<file path="src/rtl/aes_bus_bridge.sv">
`default_nettype none
// ============================================================================
//  Module   : aes_bus_bridge
//  Purpose  : Byte-serial host bridge. Decodes framed command bytes into
//             single-cycle accesses on the AES core register bus and streams
//             read data or a status byte back out.
//  Revision : 1.0 - initial release
// ============================================================================
module aes_bus_bridge #(
    parameter int unsigned TIMEOUT  = 255,
    parameter logic [7:0]  RESP_ACK = 8'h5A,
    parameter logic [7:0]  RESP_ERR = 8'hEE
) (
    input  logic        clk,
    input  logic        rst_n,
    input  logic [7:0]  in_data,
    input  logic        in_valid,
    output logic        in_ready,
    output logic [7:0]  out_data,
    output logic        out_valid,
    input  logic        out_ready,
    output logic        cs,
    output logic        we,
    output logic [7:0]  address,
    output logic [31:0] write_data,
    input  logic [31:0] read_data,
    output logic        busy
);

    localparam logic [7:0]  c_OP_READ  = 8'h01;
    localparam logic [7:0]  c_OP_WRITE = 8'h02;
    localparam int unsigned c_TMO_W    = (TIMEOUT > 0) ? $clog2(TIMEOUT + 1) : 1;
    localparam logic [c_TMO_W-1:0] c_TMO_LAST = (TIMEOUT > 0) ? c_TMO_W'(TIMEOUT - 1) : '0;
    localparam logic [c_TMO_W-1:0] c_TMO_ONE  = c_TMO_W'(1);

    typedef enum logic [2:0] {
        S_CMD   = 3'd0,
        S_ADDR  = 3'd1,
        S_WDATA = 3'd2,
        S_BUS   = 3'd3,
        S_RESP  = 3'd4
    } state_t;

    // Kind of frame being processed; K_ERR marks an illegal opcode.
    typedef enum logic [1:0] {
        K_READ  = 2'd0,
        K_WRITE = 2'd1,
        K_ERR   = 2'd2
    } kind_t;

    state_t               r_state;
    state_t               w_state_nxt;
    kind_t                r_kind;
    logic [1:0]           r_byte_cnt;
    logic [c_TMO_W-1:0]   r_tmo_cnt;
    logic [31:0]          r_rdata;

    logic                 w_in_xfer;
    logic                 w_out_xfer;
    logic                 w_tmo_hit;
    logic                 w_resp_last;
    logic [1:0]           w_cnt_inc;
    logic [7:0]           w_resp_byte;
    logic [7:0]           w_resp_byte_nxt;

    assign w_in_xfer   = in_valid & in_ready;
    assign w_out_xfer  = out_valid & out_ready;
    // Abort fires on the idle cycle that would bring the count up to TIMEOUT.
    assign w_tmo_hit   = (TIMEOUT != 0) && (r_tmo_cnt == c_TMO_LAST);
    assign w_resp_last = (r_kind != K_READ) || (r_byte_cnt == 2'd3);
    assign w_cnt_inc   = r_byte_cnt + 2'd1;

    // Response byte at the current index and at the following index.
    always_comb begin
        w_resp_byte     = RESP_ACK;
        w_resp_byte_nxt = RESP_ACK;
        if (r_kind == K_READ) begin
            case (r_byte_cnt)
                2'd0:    w_resp_byte = r_rdata[31:24];
                2'd1:    w_resp_byte = r_rdata[23:16];
                2'd2:    w_resp_byte = r_rdata[15:8];
                default: w_resp_byte = r_rdata[7:0];
            endcase
            case (w_cnt_inc)
                2'd0:    w_resp_byte_nxt = r_rdata[31:24];
                2'd1:    w_resp_byte_nxt = r_rdata[23:16];
                2'd2:    w_resp_byte_nxt = r_rdata[15:8];
                default: w_resp_byte_nxt = r_rdata[7:0];
            endcase
        end
    end

    // State register.
    always_ff @(posedge clk or negedge rst_n) begin
        if (!rst_n) begin
            r_state <= S_CMD;
        end else begin
            r_state <= w_state_nxt;
        end
    end

    // Next-state decode plus the state-decoded handshake and busy outputs.
    always_comb begin
        w_state_nxt = r_state;
        in_ready    = 1'b0;
        busy        = 1'b1;
        case (r_state)
            S_CMD: begin
                in_ready = 1'b1;
                busy     = 1'b0;
                if (w_in_xfer) begin
                    if ((in_data == c_OP_READ) || (in_data == c_OP_WRITE)) begin
                        w_state_nxt = S_ADDR;
                    end else begin
                        w_state_nxt = S_RESP;
                    end
                end
            end
            S_ADDR: begin
                in_ready = 1'b1;
                if (w_in_xfer) begin
                    w_state_nxt = (r_kind == K_WRITE) ? S_WDATA : S_BUS;
                end else if (w_tmo_hit) begin
                    w_state_nxt = S_CMD;
                end
            end
            S_WDATA: begin
                in_ready = 1'b1;
                if (w_in_xfer) begin
                    if (r_byte_cnt == 2'd3) begin
                        w_state_nxt = S_BUS;
                    end
                end else if (w_tmo_hit) begin
                    w_state_nxt = S_CMD;
                end
            end
            S_BUS: begin
                w_state_nxt = S_RESP;
            end
            S_RESP: begin
                if (w_out_xfer && w_resp_last) begin
                    w_state_nxt = S_CMD;
                end
            end
            default: begin
                w_state_nxt = S_CMD;
            end
        endcase
    end

    // Datapath: frame capture, bus strobe, read capture and response stream.
    always_ff @(posedge clk or negedge rst_n) begin
        if (!rst_n) begin
            cs         <= 1'b0;
            we         <= 1'b0;
            address    <= 8'h00;
            write_data <= 32'h0;
            out_valid  <= 1'b0;
            out_data   <= 8'h00;
            r_kind     <= K_READ;
            r_byte_cnt <= 2'd0;
            r_tmo_cnt  <= '0;
            r_rdata    <= 32'h0;
        end else begin
            // cs is high exactly for the single cycle spent in BUS.
            cs <= (w_state_nxt == S_BUS);
            we <= (w_state_nxt == S_BUS) && (r_kind == K_WRITE);
            case (r_state)
                S_CMD: begin
                    r_tmo_cnt <= '0;
                    if (w_in_xfer) begin
                        if (in_data == c_OP_READ) begin
                            r_kind <= K_READ;
                        end else if (in_data == c_OP_WRITE) begin
                            r_kind <= K_WRITE;
                        end else begin
                            r_kind    <= K_ERR;
                            out_data  <= RESP_ERR;
                            out_valid <= 1'b1;
                        end
                    end
                end
                S_ADDR: begin
                    if (w_in_xfer) begin
                        address    <= in_data;
                        r_byte_cnt <= 2'd0;
                        r_tmo_cnt  <= '0;
                    end else if (w_tmo_hit) begin
                        r_tmo_cnt <= '0;
                    end else begin
                        r_tmo_cnt <= r_tmo_cnt + c_TMO_ONE;
                    end
                end
                S_WDATA: begin
                    if (w_in_xfer) begin
                        write_data <= {write_data[23:0], in_data};
                        r_byte_cnt <= w_cnt_inc;
                        r_tmo_cnt  <= '0;
                    end else if (w_tmo_hit) begin
                        r_tmo_cnt <= '0;
                    end else begin
                        r_tmo_cnt <= r_tmo_cnt + c_TMO_ONE;
                    end
                end
                S_BUS: begin
                    if (r_kind == K_READ) begin
                        r_rdata <= read_data;
                    end
                    r_byte_cnt <= 2'd0;
                end
                S_RESP: begin
                    if (!out_valid) begin
                        out_valid <= 1'b1;
                        out_data  <= w_resp_byte;
                    end else if (out_ready) begin
                        if (w_resp_last) begin
                            out_valid <= 1'b0;
                        end else begin
                            r_byte_cnt <= w_cnt_inc;
                            out_data   <= w_resp_byte_nxt;
                        end
                    end
                end
                default: begin
                    r_tmo_cnt <= '0;
                end
            endcase
        end
    end

endmodule
`default_nettype wire
</file>
<file path="config.mk">
export PLATFORM = sky130hd
export DESIGN_NAME = aes_bus_bridge
export DESIGN_NICKNAME = d
export VERILOG_FILES = /design/src/rtl/aes_bus_bridge.sv
export SDC_FILE = /design/constraint.sdc
export NUM_CORES = 1
export LEC_CHECK = 0
export BUFFER_PORTS_ARGS = -buffer_cell sky130_fd_sc_hd__buf_2
export CAP_MARGIN = 5
export CORE_ASPECT_RATIO = 0.6
export CORE_MARGIN = 4
export CORE_UTILIZATION = 49
export DETAILED_ROUTE_END_ITERATION = 7
export HOLD_SLACK_MARGIN = 0.03
export PLACE_DENSITY = 0.75
export SYNTH_ARGS = -nofsm -noshare
export SYNTH_HDL_FRONTEND = slang
export SYNTH_SLANG_ARGS = --single-unit
</file>
<file path="constraint.sdc">
create_clock -name clk -period 1.7 [get_ports clk]
set_input_delay 0.51 -clock clk [delete_from_list [all_inputs] [get_ports clk]]
set_output_delay 0.51 -clock clk [all_outputs]
set_load 0.05 [all_outputs]
</file>
Word level (Yosys, flattened, before mapping):

Index checks and enable logic that the tools add are counted.

* register bits after elaboration: 98
* bits of input ports: 44
* output and inout port bits: 53
* word-level logic and storage cells: 100

* $add $sub $neg: 2
* equality and inequality tests: 24
* multiplexer cells: 40
* bitwise gates (word level): 2
* reduce and logical (&&, ||, !) cells: 21

Operators with widths (count)
* 8-bit 2-to-1 mux: 10
* 8-bit one-hot mux with 3 select lines: 2
* 8-bit one-hot mux with 2 select lines: 2
* 3-bit 2-to-1 mux: 7
* 2-bit != test, second input constant: 8
* 3-bit one-hot mux with 5 select lines: 1
* 2-bit 2-to-1 mux: 7
* 6-bit AND reduction: 2
* 3-bit by 2-bit == test with 1-bit output, second input constant: 3
* 1-bit 2-to-1 mux: 9
* 8-bit by 1-bit adder with 8-bit output, second input constant: 1
* 8-bit by 1-bit == test with 1-bit output, second input constant: 1
* 8-bit by 2-bit == test with 1-bit output, second input constant: 1
* 8-bit == test, second input constant: 1
* 2-bit one-hot mux with 4 select lines: 1
* 2-bit AND reduction: 4
* 2-bit by 1-bit == test with 1-bit output, second input constant: 3
* 2-bit == test, second input constant: 3
* 2-bit logical NOT: 3
* 3-bit != test, second input constant: 2
* 4-bit AND reduction: 1
* 2-bit nonzero test: 2
* 4-bit nonzero test: 1
* 2-bit OR reduction: 2
* 9 further kinds: 12

Logic depth before layout (Yosys ltp):

* word-level depth: 8
* gate-level depth with buffers: 8
* depth with buffers taken out: 6

Least setup slack after synthesis:

OpenSTA, ideal clock, no wires.

* path type: register to output
* start point: register r_state[0]
* end point: output in_ready
* arrival time: 1.471 ns
* required time: 1.190 ns
* path slack: -0.281 ns
* cell stages (with the launch flop): 4
* cell sequence: dfrtp_1 -> buf_2 -> clkbuf_1 -> a21oi_1

* longest elaborated chain between the ends: 3

Ends and longest elaborated chain
* from (decl): line 51 `state_t r_state;`
* from (signal assigned): line 98 `r_state <= w_state_nxt;`
* 3-bit by 2-bit == test with 1-bit output, or another cell as far along: line 107 `case (r_state)`
* 3-bit OR reduction (no source line) *
* 1-bit 2-to-1 mux *: line 107
* to (decl): line 18 `output logic in_ready,`

Every way passes the cells marked *; elsewhere a longest branch is shown, timed or not.

Final worst setup path:

* start point: register r_byte_cnt[1]
* end point: register out_data[0]

* longest elaborated chain between the ends: 8

Ends and longest elaborated chain
* from (decl): line 54 `logic [1:0] r_byte_cnt;`
* from (signal assigned): line 197 `r_byte_cnt <= w_cnt_inc;`
* from (signal assigned): line 219 `r_byte_cnt <= w_cnt_inc;`
* 2-bit by 1-bit adder with 2-bit output: line 71 `assign w_cnt_inc = r_byte_cnt + 2'd1;`
* 2-bit == test, or another cell as far along: line 84 `case (w_cnt_inc)`
* 8-bit one-hot mux with 3 select lines: line 84
* 8-bit 2-to-1 mux: line 77 `if (r_kind == K_READ) begin`
* 8-bit 2-to-1 mux: line 216 `if (w_resp_last) begin`
* 8-bit 2-to-1 mux: line 215 `end else if (out_ready) begin`
* 8-bit 2-to-1 mux: line 212 `if (!out_valid) begin`
* 8-bit one-hot mux with 2 select lines: line 168 `case (r_state)`
* to (signal assigned): line 214 `out_data <= w_resp_byte;`
* to (signal assigned): line 220 `out_data <= w_resp_byte_nxt;`
* to (decl): line 19 `output logic [7:0] out_data,`

Parallel ways exist; a longest one is shown, timed or not. The select of a mux whose other input is x is not followed.
A chain may end at the register's enable or synchronous reset.

==> results.sh <==
export IMPL_async_flop_share=1.00
export IMPL_synth_main_ff_cell="sky130_fd_sc_hd__dfrtp_1"
export IMPL_worst_slew_pin_slew_ns=0.516
export IMPL_arrival_ns=2.20
export IMPL_drc=0
export IMPL_outcome="complete, but fails checks"
export IMPL_dpl_hpwl_um=8730
export IMPL_finalHoldViolCount=0
export IMPL_syn_instance_count=380
export IMPL_highest_delay_cell_along_the_critical_path="sky130_fd_sc_hd__or4b_4"
export IMPL_worst_case_headroom_to_the_max_slew_limit=0.656
export IMPL_critPathMaxFanout=8
export IMPL_timing_critical_path_required_ns=1.92
export IMPL_cts_tree="built"
export IMPL_synth_edff_count=0
export IMPL_maximum_vdd_ir_drop_uv=664
export IMPL_syn_nets=432
export IMPL_io_pins=97
export IMPL_reg2regPathDepth=5
export IMPL_yosys_cell_types_count=57
export IMPL_finish_cell_count_without_fillers=668
export IMPL_detailedRoute_firstIterationViolations=361
export IMPL_track_usage=0.226
export IMPL_dieWidth_um=134
export IMPL_core_area_um2=9260
export IMPL_cts_root_to_sink_buffers=2
export IMPL_critPathLaunchType="flop"
export IMPL_power_per_cell_area_nw_per_um2=1110
export IMPL_fmaxAchievable_mhz=506
export IMPL_drive_above_1_share=0.565
export IMPL_vias_per_cell=6.06
export IMPL_synth_most_common_cell="sky130_fd_sc_hd__dfrtp_1"
export IMPL_r2r_start="r_byte_cnt[1]"
export IMPL_crit_path_max_incr_delay_ns=0.56
export IMPL_clkSinkCount=98
export IMPL_clk_insertion_delay_late_ns=0.34
export IMPL_syn_area_um2=4690
export IMPL_rows=27
export IMPL_report_power_total_mw=7.46
export IMPL_setup_worst_path_class="reg2reg"
export IMPL_place_gp_congestion=0.818
export IMPL_floorplan_die_height_um=83.8
export IMPL_post_synth_top_area_fraction=0.523
export IMPL_fin_nets=586
export IMPL_setup_reg_to_reg_worst_slack_ns=-0.28
export IMPL_detail_route_wirelength_um=14900
export IMPL_rr_endpoint="out_data[0]"
export IMPL_p_leak_nw=3.22
export IMPL_grt_pass1_wl_um=20300
export IMPL_tritoncts_buffers=9
export IMPL_crit_chain="ha_2, or4b_4, a311oi_2, o21a_4, o221ai_2"
export IMPL_netlist_top_cells_area="sky130_fd_sc_hd__dfrtp_1 (52%), sky130_fd_sc_hd__mux2_2 (17%), sky130_fd_sc_hd__a221oi_1 (2.2%), sky130_fd_sc_hd__ha_1 (2.1%), sky130_fd_sc_hd__a21oi_1 (2.0%)"
export IMPL_grt_antenna_before_repair=0
export IMPL_yosysWarnings=0
export IMPL_area_growth_synth_to_final_pct=43.3
export IMPL_initial_standard_cell_utilization_of_the_core=0.506
export IMPL_timing_max_cap_violations=0
export IMPL_synth_common_cells="sky130_fd_sc_hd__dfrtp_1 (98), sky130_fd_sc_hd__mux2_2 (71), sky130_fd_sc_hd__a21oi_1 (19), sky130_fd_sc_hd__inv_1 (19), sky130_fd_sc_hd__clkbuf_1 (13)"
export IMPL_seq_area_frac_synth=0.523
export IMPL_finalWorstSetupSlack_ns=-0.275
export IMPL_htree_levels=3
export IMPL_postLayoutCoreUtil=0.726
export IMPL_antenna_diode_count=0
export IMPL_setup_violations_final=66
export IMPL_final_min_period_over_clock_period=1.16
export IMPL_netlist_top_cell_by_area="sky130_fd_sc_hd__dfrtp_1"
export IMPL_clockRootBuffer="sky130_fd_sc_hd__clkbuf_16"
export IMPL_ant_nets=0
export IMPL_wire_per_inst_um=22.3
export IMPL_portBuffers=96
export IMPL_grt_pass1_vias=4064
export IMPL_syn_mean_instance_area_um2=12.3
export IMPL_largest_net_degree_at_the_start_of_global_routing=99
export IMPL_finalMaxSlewViolations=0
export IMPL_endpoint_kind="flop"
export IMPL_vias=4049
export IMPL_grt_remaining_overflow=0
export IMPL_path_delay_family="compound AO/OA/AOI/OAI gates"
export IMPL_violations="negative setup slack"
export IMPL_fin_crit_ns=1.98
export IMPL_drt_first_pass_iters=5
export IMPL_grt_setup_unrepaired="true"
export IMPL_floorplan_die_area_um2=11200
export IMPL_synth_ff_latch_count=98
export IMPL_numPlacedInstances=631
export IMPL_hold_class="in2async"
export IMPL_final_setup_skew_ns=0.00664
export IMPL_timing_critical_path_buf_inv=0
export IMPL_clk_pin_slew_ns=0.07
-- registers in the layout (all words and copies together), names as in the netlist, 2 cells and up --
register / cells
r_rdata: 32
write_data: 32
address: 8
out_data: 8
r_tmo_cnt: 8
r_state: 3
r_byte_cnt: 2
r_kind: 2
-- timing repair --
item,4_1_cts,5_1_grt
endpoints found under the setup margin,21,95
resized for setup,35,88
cloned,0,6
setup buffers,11,7
pin swaps,9,10
hold buffers,0,0
-- how the worst max path moves through the flow --
| stage | endpoint | slack [ns] | startpoint | cells past startpoint |
|---|---|---|---|---|
| floorplan | out_data[1] | -0.27 | in_data[5] | 4 |
| global placement | out_data[3] | -0.40 | in_data[5] | 5 |
| detailed placement | out_data[3] | -0.43 | in_data[5] | 5 |
| CTS | busy | -0.22 | r_state[1] | 3 |
| global route | out_data[6] | -0.36 | r_byte_cnt[0] | 7 |
| finish | out_data[0] | -0.28 | r_byte_cnt[1] | 5 |
-- cell families (layout without fill, tap and decap cells) --
logic type               after synthesis  after routing  share of synthesized area
AND/OR/NAND/NOR                       64             64                     0.0865
multiplexers                          74             74                      0.177
AO/OA/AOI/OAI                         85             85                      0.139
adder cells (fa/ha/maj)                8              8                     0.0214
flip-flops                            98             98                      0.523
XOR/XNOR                               6              6                     0.0112
buffers and inverters                 45            203                     0.0411
-- routing by layer --
metal,vias up,part of all wire,GRT usage
met4,0,0.029,0.0776
li1,1738,-,-
met5,-,0,0
met1,2040,0.42,0.307
met2,216,0.46,0.340
met3,55,0.088,0.0777
-- where the power goes --
| part | leakage, nW | switching, mW | internal (mW) |
|---|---|---|---|
| sequential | 1.23 | 0.141 | 2.48 |
| clock | 0.138 | 0.949 | 1.01 |
| combinational | 1.85 | 1.67 | 1.21 |
| total | 3.22 | 2.76 | 4.70 |
-- layout by cell type (no fill, tap or decap), types with 8 or more instances in the layout --
cell type / instances
sky130_fd_sc_hd__a21oi_1: 13
sky130_fd_sc_hd__a221oi_1: 11
sky130_fd_sc_hd__a22oi_1: 11
sky130_fd_sc_hd__buf_2: 92
sky130_fd_sc_hd__buf_4: 48
sky130_fd_sc_hd__buf_6: 15
sky130_fd_sc_hd__clkbuf_16: 13
sky130_fd_sc_hd__dfrtp_1: 98
sky130_fd_sc_hd__inv_1: 19
sky130_fd_sc_hd__mux2_2: 13
sky130_fd_sc_hd__mux2_4: 59
sky130_fd_sc_hd__nand2_1: 8
sky130_fd_sc_hd__nor2_1: 10
-- layout make-up --
class	count	area (um2)
fill	614	2540
multi-input combinational	237	2480
sequential	98	2450
timing repair buffer	169	1270
clock buffer	9	225
tap	130	163
inverter	19	71.3
clock inverter	6	51.3
-- through the flow --
stage	TNS, ns	hold slack, ns	area (um2)	setup slack (ns)
after detailed placement	-8.07	0.491	5680	-0.433
final	-8.68	0.216	6720	-0.275
after CTS	-5.24	0.240	6190	-0.216
after global placement	-7.12	0.485	5680	-0.404
after floorplan	-2.46	0.214	4740	-0.266
after global routing	-12.03	0.255	6720	-0.355
No activity file was read; power rests on OpenSTA's default activity.
